## config.mk

```make
export PLATFORM = sky130hd
export DESIGN_NAME = booth_mult
export DESIGN_NICKNAME = d
export VERILOG_FILES = /design/src/rtl/booth_mult.sv
export SDC_FILE = /design/constraint.sdc
export NUM_CORES = 1
export LEC_CHECK = 0
export ABC_AREA = 0
export ABC_CLOCK_PERIOD_IN_PS = 6400
export CORE_MARGIN = 1.5
export CORE_UTILIZATION = 59
export CTS_BUF_LIST = sky130_fd_sc_hd__clkbuf_16
export DETAILED_ROUTE_END_ITERATION = 8
export PLACE_DENSITY = 0.95
export SYNTH_ARGS = -nofsm -noshare
export SYNTH_HDL_FRONTEND = slang
export SYNTH_SLANG_ARGS = --single-unit
```

## constraint.sdc

```tcl
create_clock -name clk -period 6.4 [get_ports clk]
set_input_delay 0.64 -clock clk [delete_from_list [all_inputs] [get_ports clk]]
set_output_delay 0.64 -clock clk [all_outputs]
set_load 0.01 [all_outputs]
```

## src/rtl/booth_mult.sv

```systemverilog
// rtl/booth_mult.sv - sequential signed radix-2 Booth multiplier, one iteration per clock, go/done handshake.
// Optional BOOTH_ZERO_SKIP_EN: a zero operand bypasses the iterations and finishes in one cycle.
module booth_mult #(
   parameter int WIDTH = 8
) (
   input  logic                 clk,
   input  logic                 rst_n,
   input  logic                 go,
   input  logic [WIDTH-1:0]     ain,
   input  logic [WIDTH-1:0]     pin,
   output logic                 done,
   output logic                 busy,
   output logic [2*WIDTH-1:0]   p
);

   localparam int CW = $clog2(WIDTH + 1);

   typedef enum logic [1:0] {IDLE, CALC, FIN} state_t;

   state_t             state_q, state_d;
   logic [WIDTH:0]     a_q, a_d;
   logic [WIDTH:0]     m_q, m_d;
   logic [WIDTH-1:0]   q_q, q_d;
   logic               q1_q, q1_d;
   logic [CW-1:0]      cnt_q, cnt_d;
   logic               busy_q, busy_d;
   logic               done_q, done_d;
   logic [2*WIDTH-1:0] p_q, p_d;
   logic [WIDTH:0]     sum;

   always_ff @(posedge clk or negedge rst_n) begin
      if (!rst_n) begin
         state_q <= IDLE;
         a_q     <= '0;
         m_q     <= '0;
         q_q     <= '0;
         q1_q    <= 1'b0;
         cnt_q   <= '0;
         busy_q  <= 1'b0;
         done_q  <= 1'b0;
         p_q     <= '0;
      end else begin
         state_q <= state_d;
         a_q     <= a_d;
         m_q     <= m_d;
         q_q     <= q_d;
         q1_q    <= q1_d;
         cnt_q   <= cnt_d;
         busy_q  <= busy_d;
         done_q  <= done_d;
         p_q     <= p_d;
      end
   end

   always_comb begin
      state_d = state_q;
      a_d     = a_q;
      m_d     = m_q;
      q_d     = q_q;
      q1_d    = q1_q;
      cnt_d   = cnt_q;
      busy_d  = busy_q;
      done_d  = done_q;
      p_d     = p_q;
      sum     = a_q;
      case (state_q)
         IDLE: begin
            if (go) begin
               m_d     = {ain[WIDTH-1], ain};
               q_d     = pin;
               a_d     = '0;
               q1_d    = 1'b0;
               cnt_d   = CW'(WIDTH);
               busy_d  = 1'b1;
               done_d  = 1'b0;
               state_d = CALC;
`ifdef BOOTH_ZERO_SKIP_EN
               if (ain == '0 || pin == '0) begin
                  q_d     = '0;
                  state_d = FIN;
               end
`endif
            end
         end
         CALC: begin
            case ({q_q[0], q1_q})
               2'b01:   sum = a_q + m_q;
               2'b10:   sum = a_q - m_q;
               default: sum = a_q;
            endcase
            // arithmetic shift of {A,Q,q_1}; A's extra bit keeps -2^(WIDTH-1) operands exact
            a_d   = {sum[WIDTH], sum[WIDTH:1]};
            q_d   = {sum[0], q_q[WIDTH-1:1]};
            q1_d  = q_q[0];
            cnt_d = cnt_q - CW'(1);
            if (cnt_q == CW'(1)) begin
               state_d = FIN;
               busy_d  = 1'b0;
            end
         end
         FIN: begin
            p_d     = {a_q[WIDTH-1:0], q_q};
            done_d  = 1'b1;
            busy_d  = 1'b0;
            state_d = IDLE;
         end
         default: state_d = IDLE;
      endcase
   end

   assign done = done_q;
   assign busy = busy_q;
   assign p    = p_q;

endmodule

```

# ---- Word-level counts from Yosys, hierarchy flattened
# Index checks and enable logic that the tools add are counted.
dict set report op_classes {
  add_sub_neg 3
  n_eq_ne 7
  mux 16
  n_reduce_logical 9
}
# op n
set op_table {}
lappend op_table {{case mux 9 bit (2 select lines)} 2}
lappend op_table {{case mux 8 bit (2 select lines)} 1}
lappend op_table {{adder 9 bit} 1}
lappend op_table {{two-way mux 9 bit} 1}
lappend op_table {{subtractor 9 bit} 1}
lappend op_table {{two-way mux 8 bit} 1}
lappend op_table {{case mux 4 bit (2 select lines)} 1}
lappend op_table {{AND reduction 2 bit} 4}
lappend op_table {{equality test 2 x 1 -> 1 bit, second input constant} 2}
lappend op_table {{equality test 2 bit, second input constant} 2}
lappend op_table {{equality test 4 x 1 -> 1 bit, second input constant} 1}
lappend op_table {{two-way mux 2 bit} 2}
lappend op_table {{two-way mux 4 bit} 1}
lappend op_table {{inequality test 2 bit, second input constant} 2}
lappend op_table {{case mux 1 bit (2 select lines)} 2}
lappend op_table {{case mux 2 bit (2 select lines)} 1}
lappend op_table {{nonzero test 2 bit} 2}
lappend op_table {{subtractor 4 x 1 -> 4 bit, second input constant} 1}
lappend op_table {{two-way mux 1 bit} 3}
lappend op_table {{case mux 1 bit (3 select lines)} 1}
lappend op_table {{AND reduction 3 bit} 1}
lappend op_table {{nonzero test 3 bit} 1}
lappend op_table {{zero test 2 bit} 1}
dict set report totals {
  register_bits 50
  input_bits 19
  output_inout_bits 18
  wordCells 44
}

# ---- Longest topological paths before layout
# Gate-level depths: netlist of the first run.
dict set report depth {
  depth_word 3
  depth_mapped 12
  mapped_depth_nobuf 11
}

# ---- Worst setup path before layout of the first run
# OpenSTA, ideal clock, no wires.
dict set report synth_timing {
  path_kind {register -> register}
  startpoint {reg q1_q}
  endpoint {reg a_q[7]}
  setup_ns 0.118
  arrival_time_ns 2.551
  required_ns 6.282
  path_slack_ns 3.731
  path_stages_with_launch 12
  n_path_buf 1
  period_less_slack_ns 2.669
  path_cell_list {dfrtp_1 inv_1 ha_1 clkbuf_1 mux2_2 fa_1 nor2b_4 o31a_1 o21ai_2 xnor2_1 a221o_1 a21o_1}
}
dict set report synth_via {
  elab_chain_len 3
  elab_cells_between_ends 4
  classes_between {eq/ne: 2; mux: 2}
}
# element line
set synth_lines {}
lappend synth_lines {{start: declaration} 24} ;# logic q1_q, q1_d;
lappend synth_lines {{start signal: assignment} 47} ;# q1_q <= q1_d;
lappend synth_lines {{equality test 2 bit / equality test 2 x 1 -> 1 bit (equally long branches)} 86} ;# case ({q_q[0], q1_q})
lappend synth_lines {{case mux 9 bit (2 select lines) (*)} 86}
lappend synth_lines {{case mux 9 bit (2 select lines) (*)} 66} ;# case (state_q)
lappend synth_lines {{end signal: assignment} 34} ;# a_q <= '0;
lappend synth_lines {{end signal: assignment} 44} ;# a_q <= a_d;
lappend synth_lines {{end: declaration} 21} ;# logic [WIDTH:0] a_q, a_d;
# Every way passes the cells marked *; elsewhere a longest branch is shown, timed or not.
# A chain may end at the register's enable or synchronous reset.

# ---- Worst setup path after layout of the first run
dict set report layout_timing {
  startpoint {reg q_q[0]}
  endpoint {reg a_q[7]}
}
dict set report layout_via {
  elab_chain_len 3
  elab_cells_between_ends 4
  classes_between {eq/ne: 2; mux: 2}
}
# element line
set layout_lines {}
lappend layout_lines {{start: declaration} 23} ;# logic [WIDTH-1:0] q_q, q_d;
lappend layout_lines {{start signal: assignment} 46} ;# q_q <= q_d;
lappend layout_lines {{equality test 2 bit / equality test 2 x 1 -> 1 bit (equally long branches)} 86}
lappend layout_lines {{case mux 9 bit (2 select lines) (*)} 86}
lappend layout_lines {{case mux 9 bit (2 select lines) (*)} 66}
# Marks and branches as above.

==> results of run 1 <==
-- power groups by stage --
stage / combinational [mW] / clock, mW / sequential [mW]
after floorplan: 0.849 / 0 / 0.569
after global placement: 1.09 / 0 / 0.565
after detailed placement: 1.16 / 0 / 0.574
after CTS: 1.18 / 0.262 / 0.573
after global routing: 1.31 / 0.274 / 0.591
final: 1.20 / 0.259 / 0.576
-- layout make-up --
| cell class | instances | area (um2) | area share, % |
|---|---|---|---|
| Tap cell | 52 | 65.06 | 2.048 |
| Timing Repair Buffer | 36 | 355.3 | 11.19 |
| Inverter | 14 | 52.55 | 1.654 |
| Clock buffer | 5 | 125.1 | 3.939 |
| Sequential cell | 49 | 1226 | 38.60 |
| Multi-Input combinational cell | 179 | 1331 | 41.91 |
| Clock inverter | 3 | 21.27 | 0.6696 |
-- placed cells by master (no fill, tap or decap), types with 5 or more instances in the layout --
| master | n |
|---|---|
| a21oi_1 | 18 |
| o21ai_1 | 9 |
| nand2_1 | 15 |
| o21ai_0 | 10 |
| ha_1 | 16 |
| o22ai_1 | 12 |
| nor3_1 | 6 |
| xnor2_1 | 7 |
| inv_1 | 13 |
| clkdlybuf4s50_1 | 35 |
| mux2_2 | 21 |
| dfrtp_1 | 49 |
| clkbuf_16 | 5 |
| nor2_1 | 15 |
| o21a_1 | 6 |
-- how the worst max path moves through the flow --
stage / depth (start not counted) / start / slack [ns] / endpoint
2_1_floorplan: 11 / q1_q / 3.73 / a_q[7]
3_3_place_gp: 6 / go / 3.73 / a_q[7]
3_5_place_dp: 6 / go / 3.58 / a_q[7]
4_1_cts: 9 / q_q[0] / 3.48 / a_q[7]
5_1_grt: 9 / q_q[0] / 3.36 / a_q[7]
6_report: 9 / q_q[0] / 3.46 / a_q[7]
-- metrics by stage --
stage / setup slack [ns] / cells / cell area [um2]
5_1_grt: 3.362 / 338 / 3177
6_report: 3.462 / 338 / 3177
3_3_place_gp: 3.730 / 330 / 3030
2_1_floorplan: 3.731 / 253 / 2653
4_1_cts: 3.482 / 338 / 3177
3_5_place_dp: 3.578 / 330 / 3030
-- registers in the layout, indices dropped and copies added, names as in the netlist --
signal / flops
p: 16
a_q: 8
m_q: 8
q_q: 8
cnt_q: 4
state_q: 2
busy: 1
done: 1
q1_q: 1
-- logic make-up after synthesis --
logic type,share of synthesized area [%]
adder cells (fa/ha/maj),8.302
AO/OA/AOI/OAI,18.82
flip-flops,46.23
XOR/XNOR,2.972
buffers and inverters,3.585
AND/OR/NAND/NOR,8.727
multiplexers,11.37
-- per-layer routing --
metal  routed length, um  global-route usage (%)
met1                2460                   33.11
met2                2995                   43.07
met3                 308                   3.463
met4                 150                   9.615
met5                   0                       0
==> out/results.tsv, run 1 <==
stage	metric	value	unit
cells_and_area	area_delta_synth_final	19.76	%
yosys	syn-num-nets	289	
clock_network	post_cts_buffers	0	
worst_setup_path	path_class	register to register	
pwr	power.total	2.039	mW
yosys	synth-async-reset-ratio	100.0	%
yosys	synth_top_area_share	46.23	%
sta	hold_viol	0	
worst_setup_path	r2r_slack	3.46	ns
yosys	synth.most_common_cell	dfrtp_1	
sta	fin_crit	2.938	ns
worst_setup_path	required	6.57	ns
sta	setup_tns	0	ns
yosys	synth_top_cell_by_area	dfrtp_1	
worst_setup_path	start_kind	register	
worst_setup_path	worstReg2RegStart	q_q[0]	
floorplan	num_io_pins	37	
worst_setup_path	cpPeakStageDelay	0.46	ns
cells_and_area	antenna_cells	0	
pwr	p_leak	1.374	nW
worst_setup_path	slowest_stage	fa_1	
global_routing	grt_pass1_wl	9839	um
route	ant_nets	0	
sta	skew	0.01023	ns
clock_network	clock_sinks	49	
worst_setup_path	cp.arrival	3.11	ns
clock_network	hold_buffers	0	
worst_hold_path	min-delay-start	p[14]	
pwr	power.share.clock	12.7	%
floorplan	coreArea	4354	um2
cells_and_area	drive_gt1_share	12.94	%
worst_setup_path	r2r_end	a_q[7]	
pwr	seqPwrFrac	28.3	%
yosys	synth_area_leaders	dfrtp_1, mux2_2, ha_1	
sta	slew_violations	0	
yosys	ys_top_cells_by_count	dfrtp_1, mux2_2, a21oi_1	
yosys	ys_warn_count	0	
cells_and_area	layout.nets	321	
worst_hold_path	holdPathEnd	p[14]	
clock_network	clk_latency	0.29	ns
route	route.detailed.wl_per_inst	17.50	um
worst_setup_path	critPathMaxFanout	8	
clock_network	cts_tree	done	
place	post-dp-hpwl	4016	um
sta	slew_headroom	28.56	%
pwr	intPower	1.153	mW
clock_network	cts-root-buf	clkbuf_16	
floorplan	fp-row-count	24	
route	drt-pass1-iter-count	4	
route	drt_wl_total	5915	um
clock_network	cts_buffers	5	
pwr	p_per_area	641.9	nW/um2
yosys	synth-seq-cells	49	
sta	period_share	45.91	%
global_routing	grt_max_degree	50	
worst_hold_path	min_path_cells	1	
yosys	syn_area	2653	um2
sta	finalSetupViolations	0	
yosys	ys_seq_area_share	46.23	%
sta	worst_pin_slew	1.072	ns
route	via_per_inst	6.278	
pwr	p_switching	885.7	uW
route	drtIter0Drc	232	
floorplan	dieArea	4907	um2
sta	rsz0062_at_grt	false	
cells_and_area	fillers	274	
sta	whs	0.5028	ns
pwr	pwr-share-comb	59.0	%
clock_network	htreeDepth	2	
global_routing	antenna_found_initial	0	
worst_setup_path	crit_chain	ha_1 -> mux2_2 -> fa_1 -> nor2b_4 -> o31a_1 -> o21ai_2 -> xnor2_1 -> a221o_1 -> a21o_1	
place	portBuffers	36	
global_routing	grt_pass1_vias	2055	
sta	fmax	0.3403	GHz
global_routing	track_usage	25.35	%
yosys	synth-main-ff-cell	dfrtp_1	
yosys	synth_cell_type_count	42	
worst_setup_path	cp_num_buf_inv	0	
clock_network	clk_pin_slew	0.07	ns
route	drcViolationCount	0	
place	gp_congestion	0.8185	
global_routing	overflow	0	
floorplan	dieHeight	70.05	um
pwr	irDropWorstVdd	382.2	uV
clock_network	cts_buffer_depth	2	
job	max_cap_violations	0	
floorplan	initial_utilization	60.92	%
worst_setup_path	setup.worst_path.end_class	register	
yosys	avgSynthCellArea	10.48	um2
pwr	switching_share	43.44	%
yosys	synth-edff-count	0	
worst_hold_path	hp-class	register to register	
floorplan	die_x	70.05	um
worst_setup_path	reg2reg_depth	9	
cells_and_area	fin_util	72.96	%
clock_network	post_cts_resize_count	0	
status	outcome	finished clean	
worst_setup_path	crit_family	adder cells	
route	vias	2122	
yosys	syn_inst	253	
Power figures use the tool's default switching activity.
==> run 2, diff against run 1 <==
- ABC_CLOCK_PERIOD_IN_PS: 6400 -> 2600
- CORE_UTILIZATION: 59 -> 49
- PLACE_DENSITY: 0.95 -> 0.88
- clock period: 6.4 -> 2.6 ns (I/O delays scaled with it)
==> run 2 against run 1 <==
Sequential share of layout area fell by 2.0 points. Clock skew down 0.0071 ns. Combinational power grew to 2.7 times the previous value. Critical path type unchanged. Critical endpoint is now a_q[5].
==> out/results.tsv, run 2 (synthesized netlist as in run 1, its figures left out) <==
stage	metric	value	unit
clock_network	cts_buffer_depth	2	
worst_setup_path	setup.worst_path.end_class	register	
clock_network	cts_tree	done	
place	place_area	3136	um2
place	gp_congestion	0.8565	
floorplan	num_io_pins	37	
global_routing	grt_pass1_wl	9880	um
floorplan	dieHeight	76.58	um
global_routing	track_usage	20.94	%
pwr	irDropWorstVdd	710.8	uV
clock_network	clk_pin_slew	0.06	ns
floorplan	dieArea	5864	um2
global_routing	overflow	0	
route	route.detailed.wl_per_inst	15.78	um
sta	fmax	0.3908	GHz
cells_and_area	fillers	399	
route	drcViolationCount	0	
sta	fin_crit	2.559	ns
cells_and_area	area_delta_synth_final	26.18	%
cells_and_area	largest_register_ffs	16	
sta	period_share	98.41	%
clock_network	cts-root-buf	clkbuf_16	
status	outcome	finished clean	
cells_and_area	drive_gt1_share	19.73	%
sta	rsz0062_at_grt	true	
floorplan	initial_utilization	51.28	%
worst_setup_path	required	2.83	ns
floorplan	coreArea	5172	um2
worst_hold_path	hp-class	input pin to async pin	
clock_network	cts_buffers	5	
clock_network	clock_sinks	49	
route	drt-pass1-iter-count	4	
sta	slew_violations	0	
worst_setup_path	start_kind	register	
worst_setup_path	critPathMaxFanout	4	
cells_and_area	fin_area	3347	um2
cells_and_area	layout_commonest_cell	dfrtp_1	
worst_setup_path	cp.arrival	2.78	ns
floorplan	fp-row-count	26	
cells_and_area	layout.nets	334	
route	ant_nets	0	
route	via_per_inst	5.653	
route	drt_wl_total	5821	um
sta	skew	0.003157	ns
global_routing	grt_pass1_vias	2110	
job	max_cap_violations	0	
sta	finalSetupViolations	0	
route	vias	2086	
global_routing	antenna_found_initial	0	
place	post-dp-hpwl	4024	um
cells_and_area	fin_util	64.71	%
clock_network	clk_latency	0.28	ns
clock_network	htreeDepth	2	
route	drtIter0Drc	152	
floorplan	die_x	76.58	um
global_routing	grt_max_degree	28	
sta	worst_pin_slew	0.7520	ns
sta	hold_viol	0	
cells_and_area	final_cell_mix	dfrtp_1, clkdlybuf4s50_1, mux2_2, a21oi_1, nand2_1	
pwr	p_leak	1.440	nW
sta	slew_headroom	49.86	%
place	portBuffers	36	
pwr	p_per_area	1560	nW/um2
worst_setup_path	path_class	register to register	
cells_and_area	antenna_cells	0	
-- run 2: per-layer routing --
layer  global-route usage [%]  vias up  part of all wire, %
met5                        0        -                    0
met4                    8.333        0                  1.9
met3                    3.832       12                  3.4
met2                    34.38       50                   50
met1                    27.43     1027                   44
li1                         -      997                    -
-- run 2: power by group --
part	internal, mW	switching [mW]	leakage (nW)
registers	1.11	0.294	0.606
logic	1.56	1.65	0.765
clock network	0.348	0.266	0.0687
-- run 2: final cells by class --
| type | count | area (um2) | area share (%) |
|---|---|---|---|
| Multi-Input combinational cell | 179 | 1384 | 41.35 |
| Sequential cell | 49 | 1226 | 36.64 |
| Timing Repair Buffer | 49 | 459.2 | 13.72 |
| Clock buffer | 5 | 125.1 | 3.738 |
| Tap cell | 70 | 87.58 | 2.617 |
| Inverter | 14 | 52.55 | 1.570 |
| Clock inverter | 3 | 12.51 | 0.3738 |
-- run 2: worst paths after layout --
check / endpoint / start / slack (ns) / cells after the start
worst max register to register: a_q[5] / q_q[0] / 0.04 / 11
worst min register to register: p[11] / p[11] / 0.49 / 1
min in group clk: p[11] / p[11] / 0.50 / 1
max in group asynchronous: q1_q / rst_n / 1.81 / 3
worst min-delay path: p[15] / rst_n / 0.49 / 3
worst max-delay path: a_q[5] / q_q[0] / 0.04 / 11
-- run 2: what timing repair did --
| action | CTS | global route |
|---|---|---|
| hold buffers | 1 | 0 |
| endpoints found under the setup margin | 0 | 4 |
| gates resized for setup | 0 | 17 |
| setup buffers | 0 | 2 |
| endpoints found under the hold margin | 22 | 0 |
-- run 2: through the flow --
| stage | worst slack (ns) | instances | hold slack, ns | TNS (ns) | power [mW] |
|---|---|---|---|---|---|
| 2_1_floorplan | 0.02702 | 253 | -0.03559 | 0 | 3.494 |
| 3_3_place_gp | 0.09814 | 359 | 0.2615 | 0 | 4.213 |
| 3_5_place_dp | 0.03632 | 359 | 0.2658 | 0 | 4.368 |
| 4_1_cts | 0.003797 | 368 | 0.5097 | 0 | 5.021 |
| 5_1_grt | -0.05807 | 369 | 0.5233 | -0.1146 | 5.600 |
| 6_report | 0.04122 | 369 | 0.4950 | 0 | 5.220 |
-- run 2: worst max-delay path, stage by stage (launching register included) --
cell and delay (ns):
dfrtp_1 0.42, ha_4 0.20, nor2_2 0.13, xnor2_1 0.09, ha_1 0.35, nor2b_4 0.15
o31a_1 0.30, buf_4 0.15, o21a_1 0.17, o21a_1 0.16, o31ai_1 0.22, a22o_1 0.15
==> run 3, diff against run 2 <==
- ABC_AREA: 0 -> 1
==> run 3 against run 2 <==
Final area fell by 4.1%. Global-route usage shrank 0.17 points. Synthesized cell count rose by 23%. Flip-flop and latch count unchanged. Worst hold slack lost 0.43 ns. Highest routed layer unchanged. Largest power group unchanged. Worst setup slack better by 0.20 ns.
==> out/results.tsv, run 3 <==
stage	metric	value	unit
sta	hold_viol	0	
yosys	ys_seq_area_share	46.27	%
worst_setup_path	crit_end	a_q[6]	
cells_and_area	layout_commonest_cell	nand2_1	
yosys	synth_cell_type_count	33	
global_routing	overflow	0	
yosys	synth-edff-count	0	
sta	slew_headroom	59.49	%
global_routing	grt_pass1_wl	9791	um
yosys	synth-seq-cells	49	
sta	worst_pin_slew	0.6077	ns
status	outcome	finished clean	
cells_and_area	final_cells	420	
worst_setup_path	worstReg2RegStart	m_q[0]	
route	vias	2215	
route	drt_wl_total	5667	um
worst_setup_path	startpoint	m_q[0]	
yosys	ys_top_cells_by_count	nand2_1, dfrtp_1, inv_1	
yosys	synth_top_cell_by_area	dfrtp_1	
global_routing	track_usage	20.77	%
floorplan	fp-row-count	26	
worst_setup_path	required	2.78	ns
sta	skew	0.008738	ns
floorplan	num_io_pins	37	
place	place_area	3059	um2
place	dp_cells	412	
clock_network	clock_sinks	49	
sta	period_share	90.84	%
cells_and_area	area_delta_synth_final	21.06	%
sta	finalSetupViolations	0	
clock_network	post_cts_resize_count	0	
worst_setup_path	path_class	register to register	
clock_network	post_cts_buffers	0	
yosys	synth-async-reset-ratio	100.0	%
sta	rsz0062_at_grt	false	
pwr	power.total	4.711	mW
floorplan	dieArea	5858	um2
clock_network	cts_buffers	5	
worst_setup_path	reg2reg_depth	16	
yosys	syn_inst	311	
sta	fin_crit	2.362	ns
global_routing	grt_max_degree	50	
yosys	syn-num-nets	347	
worst_setup_path	r2r_end	a_q[6]	
cells_and_area	layout.nets	385	
sta	slew_violations	0	
place	post-dp-hpwl	4134	um
yosys	syn_area	2650	um2
yosys	synth_top_area_share	46.27	%
route	route.detailed.wl_per_inst	13.49	um
route	via_per_inst	5.274	
clock_network	htreeDepth	2	
sta	fmax	0.4234	GHz
yosys	avgSynthCellArea	8.521	um2
cells_and_area	final_cell_mix	nand2_1, dfrtp_1, inv_1, nor2_1, clkdlybuf4s50_1	
job	max_cap_violations	0	
clock_network	cts_tree	done	
worst_hold_path	hp-class	input pin to async pin	
place	portBuffers	36	
cells_and_area	antenna_cells	0	
route	drt-pass1-iter-count	4	
worst_setup_path	cp.arrival	2.54	ns
cells_and_area	drive_gt1_share	8.286	%
yosys	synth-main-ff-cell	dfrtp_1	
clock_network	cts-root-buf	clkbuf_16	
clock_network	hold_buffers	0	
route	ant_nets	0	
route	drcViolationCount	0	
clock_network	clk_pin_slew	0.07	ns
place	gp_congestion	0.9277	
floorplan	coreArea	5172	um2
floorplan	die_x	76.54	um
pwr	irDropWorstVdd	713.5	uV
floorplan	dieHeight	76.54	um
yosys	synth.most_common_cell	nand2_1	
worst_setup_path	start_kind	register	
worst_setup_path	r2r_slack	0.24	ns
floorplan	initial_utilization	51.23	%
clock_network	clk_latency	0.29	ns
cells_and_area	fin_area	3208	um2
global_routing	antenna_found_initial	0	
yosys	ys_warn_count	0	
pwr	p_per_area	1469	nW/um2
yosys	synth_area_leaders	dfrtp_1, ha_1, nand2_1	
clock_network	cts_buffer_depth	2	
worst_setup_path	critPathMaxFanout	5	
cells_and_area	largest_register_ffs	16	
pwr	p_leak	1.535	nW
route	drtIter0Drc	109	
sta	setup_tns	0	ns
worst_setup_path	setup.worst_path.end_class	register	
global_routing	grt_pass1_vias	2134	
-- run 3: how the worst min path moves through the flow --
stage	to	slack (ns)	start	cells after the start
2_1_floorplan	a_q[0]	-0.04	rst_n	0
3_3_place_gp	m_q[7]	0.39	rst_n	2
3_5_place_dp	m_q[5]	0.40	rst_n	2
4_1_cts	m_q[5]	0.09	rst_n	2
5_1_grt	m_q[5]	0.13	rst_n	2
6_report	m_q[5]	0.07	rst_n	2
-- run 3: cells by family (layout without fill, tap and decap cells) --
family,after synthesis,after routing,share of synthesized area [%]
simple gates,106,106,16.34
compound gates,72,72,15.58
buf+inv,54,93,8.639
flops,49,49,46.27
fa+ha+maj,17,17,8.310
xor+xnor,7,7,2.314
mux,6,6,2.549
-- run 3: worst max-delay path: stages (launching register included) --
cell and delay, ns:
dfrtp_1 0.40, inv_1 0.10, ha_1 0.18, inv_1 0.04, nor2_1 0.15, nand2_1 0.10, o21ai_1 0.16, xnor2_1 0.14
inv_1 0.06, ha_2 0.37, nand2_1 0.08, nor2_1 0.10, nand2_1 0.08, nand3_1 0.11, nand3_1 0.07, nand2_1 0.06
nand2_1 0.05
-- run 3: layout make-up --
class	count	area, um2
Inverter	46	172.7
Tap cell	70	87.58
Sequential cell	49	1226
Fill cell	453	1964
Multi-Input combinational cell	208	1197
Clock inverter	3	21.27
Clock buffer	5	125.1
Timing Repair Buffer	39	377.9
-- run 3: layer usage --
metal / wire length, um / vias to the layer above / track usage, %
met2: 2742 / 48 / 34.20
met4: 64 / 0 / 5.926
met3: 238 / 9 / 3.952
met1: 2621 / 1062 / 27.98
met5: 0 / - / 0
li1: - / 1096 / -
-- run 3: where the power goes --
group | internal [mW] | switching (mW)
clock network | 0.358 | 0.293
logic | 1.12 | 1.57
registers | 1.13 | 0.239
-- run 3: per-stage QoR --
stage	setup WS (ns)	utilization, %	hold WS, ns
2_1_floorplan	0.4479	-	-0.03559
4_1_cts	0.1359	61.97	0.09199
5_1_grt	0.02129	62.02	0.1347
3_3_place_gp	0.2160	59.14	0.3923
3_5_place_dp	0.1426	59.14	0.4022
6_report	0.2383	62.02	0.06549
